## src/rtl/eight_bit_shift_add_multiplier_pkg.sv

```systemverilog
// Shared definitions for the shift-and-add multiplier: FSM encoding, step count
// and the partial-product gating helper.
package eight_bit_shift_add_multiplier_pkg;

  localparam int unsigned MUL_WIDTH = 8;
  localparam int unsigned MUL_STEPS = 8;
  localparam int unsigned CNT_WIDTH = 4;

  localparam logic [CNT_WIDTH-1:0] LAST_STEP = CNT_WIDTH'(MUL_STEPS - 1);

  typedef logic [MUL_WIDTH-1:0]   operand_t;
  typedef logic [2*MUL_WIDTH-1:0] product_t;

  typedef enum logic [1:0] {
    ST_IDLE = 2'd0,
    ST_RUN  = 2'd1,
    ST_DONE = 2'd2
  } mul_state_e;

  // The adder's B operand: the multiplicand when the current multiplier bit is set.
  function automatic operand_t gate_operand(input logic sel, input operand_t m);
    return sel ? m : '0;
  endfunction

endpackage

```

## src/rtl/eight_bit_ripple_carry_adder.sv

```systemverilog
// Purely combinational 8-bit ripple-carry adder built from a chain of full adders.
module eight_bit_ripple_carry_adder (
  output logic       C_out,
  output logic [7:0] S,
  input  logic [7:0] A,
  input  logic [7:0] B,
  input  logic       C_in
);

  logic [8:0] carry;

  assign carry[0] = C_in;

  generate
    for (genvar gi = 0; gi < 8; gi++) begin : g_fa
      assign S[gi]         = A[gi] ^ B[gi] ^ carry[gi];
      assign carry[gi + 1] = (A[gi] & B[gi]) | (carry[gi] & (A[gi] ^ B[gi]));
    end
  endgenerate

  assign C_out = carry[8];

endmodule

```

## src/rtl/eight_bit_shift_add_multiplier.sv

```systemverilog
// Sequential 8x8 unsigned shift-and-add multiplier: one multiplier bit per clock,
// one shared ripple-carry adder, start/done handshake with a held result.
module eight_bit_shift_add_multiplier
  import eight_bit_shift_add_multiplier_pkg::*;
(
  input  logic        clk,
  input  logic        rst,
  input  logic        start,
  input  logic [7:0]  a,
  input  logic [7:0]  b,
  output logic        busy,
  output logic        done,
  output logic [15:0] product
);

  mul_state_e           state_q;
  operand_t             m_q;
  operand_t             acc_q;
  operand_t             q_q;
  logic [CNT_WIDTH-1:0] cnt_q;
  logic                 busy_q;
  logic                 done_q;

  operand_t             addend;
  operand_t             sum;
  logic                 carry;
  operand_t             acc_d;
  operand_t             q_d;
  logic [CNT_WIDTH-1:0] cnt_d;

  assign addend = gate_operand(q_q[0], m_q);

  eight_bit_ripple_carry_adder u_adder (
    .C_out (carry),
    .S     (sum),
    .A     (acc_q),
    .B     (addend),
    .C_in  (1'b0)
  );

  // Right shift of {carry, sum, Q}: the carry becomes the new ACC MSB and the
  // consumed multiplier bit falls off the bottom of Q.
  assign {acc_d, q_d} = {carry, sum, q_q[MUL_WIDTH-1:1]};
  assign cnt_d        = cnt_q + CNT_WIDTH'(1);

  always_ff @(posedge clk or posedge rst) begin
    if (rst) begin
      state_q <= ST_IDLE;
      m_q     <= '0;
      acc_q   <= '0;
      q_q     <= '0;
      cnt_q   <= '0;
      busy_q  <= 1'b0;
      done_q  <= 1'b0;
    end else begin
      case (state_q)
        ST_IDLE: begin
          if (start) begin
            state_q <= ST_RUN;
            m_q     <= a;
            q_q     <= b;
            acc_q   <= '0;
            cnt_q   <= '0;
            busy_q  <= 1'b1;
          end
        end
        ST_RUN: begin
          acc_q <= acc_d;
          q_q   <= q_d;
          cnt_q <= cnt_d;
          if (cnt_q == LAST_STEP) begin
            state_q <= ST_DONE;
            busy_q  <= 1'b0;
            done_q  <= 1'b1;
          end
        end
        ST_DONE: begin
          state_q <= ST_IDLE;
          done_q  <= 1'b0;
        end
        default: begin
          state_q <= ST_IDLE;
          busy_q  <= 1'b0;
          done_q  <= 1'b0;
        end
      endcase
    end
  end

  assign busy    = busy_q;
  assign done    = done_q;
  assign product = {acc_q, q_q};

endmodule
```

## config.mk

```make
export PLATFORM = sky130hd
export DESIGN_NAME = eight_bit_shift_add_multiplier
export DESIGN_NICKNAME = d
export VERILOG_FILES = /design/src/rtl/eight_bit_shift_add_multiplier_pkg.sv /design/src/rtl/eight_bit_ripple_carry_adder.sv /design/src/rtl/eight_bit_shift_add_multiplier.sv
export SDC_FILE = /design/constraint.sdc
export NUM_CORES = 1
export LEC_CHECK = 0
export BUFFER_PORTS_ARGS = -buffer_cell sky130_fd_sc_hd__buf_2
export CORE_MARGIN = 5
export CORE_UTILIZATION = 40
export DETAILED_ROUTE_END_ITERATION = 8
export SLEW_MARGIN = 5
export SYNTH_ARGS = -nofsm -noshare
export SYNTH_HDL_FRONTEND = slang
export SYNTH_SLANG_ARGS = --single-unit
```

## constraint.sdc

```tcl
create_clock -name clk -period 3.8 [get_ports clk]
set_clock_uncertainty 0.05 [all_clocks]
set_input_delay 1.14 -clock clk [delete_from_list [all_inputs] [get_ports clk]]
set_output_delay 1.14 -clock clk [all_outputs]
set_load 0.02 [all_outputs]
```

==> results.md <==
Synth:
- Synthesis inferred 32 register bits.
- The proportion of synthesized chip area in sequential cells is 50.9%.
- The number of synthesized flops with an enable pin is 0.
- For this run, asynchronously set or reset flops after synthesis account for 100%.
- The number of nets in the synthesized netlist is 166.
- The synthesized netlist cell count is 138.
- Ranked by instance count, the synthesized netlist is headed by sky130_fd_sc_hd__dfrtp_1, sky130_fd_sc_hd__o21ai_1, sky130_fd_sc_hd__a21oi_1, sky130_fd_sc_hd__nor2b_1.
- The biggest area contributor in the post-synthesis netlist is sky130_fd_sc_hd__dfrtp_1.
- Among all flip-flop cells after synthesis, the most frequent one is sky130_fd_sc_hd__dfrtp_1.
- By area the synthesized netlist is led by sky130_fd_sc_hd__dfrtp_1, sky130_fd_sc_hd__fa_1, sky130_fd_sc_hd__mux2_1.
- The synthesized netlist occupies a cell area of 0.00157 sq mm.
- The average instance in the mapped netlist occupies between 10 and 15 sq um.
- By instance count, the leading cell after synthesis is sky130_fd_sc_hd__dfrtp_1.
- The area share of the largest cell type after synthesis is between 50% and 60%.
- The total number of yosys warnings is 0.
- In this run, distinct cell masters in the synthesized netlist total 25.

Placed design:
- At the end of routability-driven placement, the weighted congestion stood at around 0.78.
- The standard cell area after detailed placement is between 0.0015 and 0.002 sq mm.
- Detailed placement finished with a half-perimeter wire length of ~2500 um.
- During placement, the flow inserted port buffers numbering 36.

Timing:
- The worst pin sits at a relative slew slack of 46.5%.
- Timing would allow up to around 290 MHz.
- After layout, the minimum clock period comes to approximately 3500 ps.
- The slew at the pin closest to its max-slew limit is approximately 800 ps.
- The number of max-slew violations in the final report came to 0.
- Setup violations remaining at the end of the flow were counted as 0.
- Setup repair after global routing left no endpoint under its margin.
- In the final timing run, aggregate negative setup slack is 0 ps.
- The number of failing hold endpoints at the final stage came to 0.
- The worst path uses 90.8% of the clock period.
- The tightest hold path in the finished design has a slack of between 400 and 500 ps.

Critical path:
- The startpoint identified for the worst register-to-register timing path is q_q[0].
- The endpoint kind of the worst setup timing path is a register.
- The number of cells on the worst reg-to-reg path is 13.
- The worst register-to-register path has a setup slack of 350 ps.
- Among the stages of the critical path, the cell type that occurs most often is sky130_fd_sc_hd__fa_1.
- The arrival time of the worst setup path is approximately 3600 ps.
- The kind of critical path is register to register.
- The library cell contributing the largest single delay on the critical path is sky130_fd_sc_hd__fa_1.
- The worst register-to-register path ends at acc_q[6].
- The largest single stage delay on the critical path is ~400 ps.
- The critical path goes through and2_1 > ha_1 > fa_1 > fa_1 > fa_1 > inv_1 > fa_1 > fa_1 > inv_1 > fa_1 > inv_1 > fa_1 > o21ai_1.
- The worst setup path is launched from a register.
- The maximum fanout count along the critical path is 3.
- For the worst setup path, the data required time is between 3000 and 4000 ps.

Clock network:
- TritonCTS built the clock tree.
- The maximum count of clock buffers along a single path is 2.
- Buffers inserted to repair hold after CTS numbered 0.
- For this design, the sink count on the clock tree is 32.
- The clock latency on the worst-skew pair is 280 ps.
- The number of gates resized after cts is 0.
- The buffer type at the clock tree root is sky130_fd_sc_hd__clkbuf_8.
- The total setup buffers inserted after CTS is 0.
- The clock transition at the registers of the reported paths is around 60 ps.
- The total clock buffers created by CTS is 5.
- In this run the number of H-tree levels came out at 2.

Detailed routing:
- The antenna violation net count after detailed routing is 0.
- The total wire length after detailed routing is between 3000 and 4000 um.
- The via count of the routed design is 1,160.
- The first-pass iteration count of the detailed router is 4.
- Using the TritonRoute via totals, the vias-per-cell ratio works out to between 5 and 6.
- The first routing iteration left approximately 70 violations.
- For this run, design rule violations remaining after detail routing come to 0.
- The average wire length per cell after detail routing is between 10 and 15 um.

Layout:
- Cells fill about half of the core in the end.
- The area growth from synthesis to layout is 19.6%.
- At the end of the flow, the number of nets in the layout was ~200.
- The fraction of final layout cells with drive strength greater than 1 is 27.1%.
- Summing all non-filler instances in the final layout gives an area of about 0.0019 sq mm.
- The antenna diode instance count is 0.

Global routing:
- The via count of the first global-routing pass is ~1,200.
- Entering global routing, the biggest net connects 18 pins.
- The global-route wire length before repair is 5600 um.
- The initial antenna violation count is 0.
- The total congestion overflow after global routing is 0.
- Global routing used between 10% and 20% of the available tracks.

Die:
- 37 I/O pins were placed.
- The effective utilization at floorplan is approximately 42%.
- After floorplanning, the core was divided into 22 placement rows.
- The die covers between 0.005 and 0.006 sq mm.
- The overall die width is roughly 73 um.
- The core box area is ~0.0037 sq mm.
- The die boundary height is just over 70 um.

Power and ir drop:
- The worst-case IR drop observed on VDD is just over 0.3 mV.
- The static leakage is 0.903 nW.
- The overall power consumption is about 1.5 mW.
- For this design the ratio of total power to cell area is between 800 and 900 mW/mm^2.

Run:
- The reported max-cap violation count is 0.

Hold path:
- In this run the worst hold path is classified as register to register.
- The worst hold path cell count is 1.
- The end point of the most critical hold path is cnt_q[3].
- The hold path startpoint is cnt_q[3].

Outcome:
- The run finished with clean final reports.
[state kept, by name (all words and copies together), names as in the netlist]
signal	cells
acc_q	8
busy	1
cnt_q	4
done	1
m_q	8
q_q	8
state_q	2
[per-layer routing]
layer	up-vias	global-route usage (%)	wire length, um
met5	-	0	0
met4	0	5.53	42
met3	6	3.17	106
met2	19	22.7	1710
met1	586	17.8	1480
li1	549	-	-
[power breakdown]
group          total [mW]  switching, mW  internal, mW  leakage [nW]
Clock               0.240          0.115         0.124        0.0410
Combinational       0.641          0.350         0.291         0.466
Sequential          0.626          0.133         0.493         0.396
[stage by stage]
stage | setup slack (ps) | cells
2_1_floorplan | 242 | 138
3_3_place_gp | 459 | 218
3_5_place_dp | 319 | 218
4_1_cts | 317 | 225
5_1_grt | 165 | 225
6_report | 349 | 225
[critical path: cells and delay by family, from the launching register on]
family | cells | cell delay, ps
adder cells (fa/ha/maj) | 8 | 2440
buffers and inverters | 3 | 200
AO/OA/AOI/OAI | 1 | 130
flip-flops | 1 | 390
AND/OR/NAND/NOR | 1 | 160
[placed cells by master (no fill, tap or decap), drive strengths merged]
cell type	count
clkbuf	6
dfrtp	32
a21oi	9
nor2b	9
mux2i	1
and2b	1
nand4	1
o21bai	2
nor3b	1
a22o	6
nor2	3
ha	2
mux2	9
nand2b	2
clkinv	1
o21ai	13
o32ai	1
fa	7
a22oi	8
buf	40
nand2	8
and3b	1
and2	6
inv	8
[cell families (layout without fill, tap and decap cells)]
group | Yosys count | count (layout) | synth area share [%]
flops | 32 | 32 | 50.9
mux | 10 | 10 | 7.08
fa+ha+maj | 9 | 9 | 10.5
compound gates | 39 | 39 | 15.7
simple gates | 32 | 32 | 11.5
buf+inv | 16 | 55 | 4.38
[how the worst max path moves through the flow]
stage                       from        to  slack [ps]  cells after the start
after floorplan           q_q[0]  acc_q[6]         240                     14
after global placement    q_q[0]  acc_q[6]         460                     13
after detailed placement  q_q[0]  acc_q[6]         320                     13
after CTS                 q_q[0]  acc_q[6]         320                     13
after global routing      q_q[0]  acc_q[6]         160                     13
final                     q_q[0]  acc_q[6]         350                     13
[cell type report]
class	count	area, sq um
sequential	32	801
timing repair buffer	40	210
tap	48	60.1
multi-input combinational	90	703
fill	387	1860
clock inverter	1	5.00
inverter	8	30.0
clock buffer	6	72.6
(Power assumes the default switching activity.)
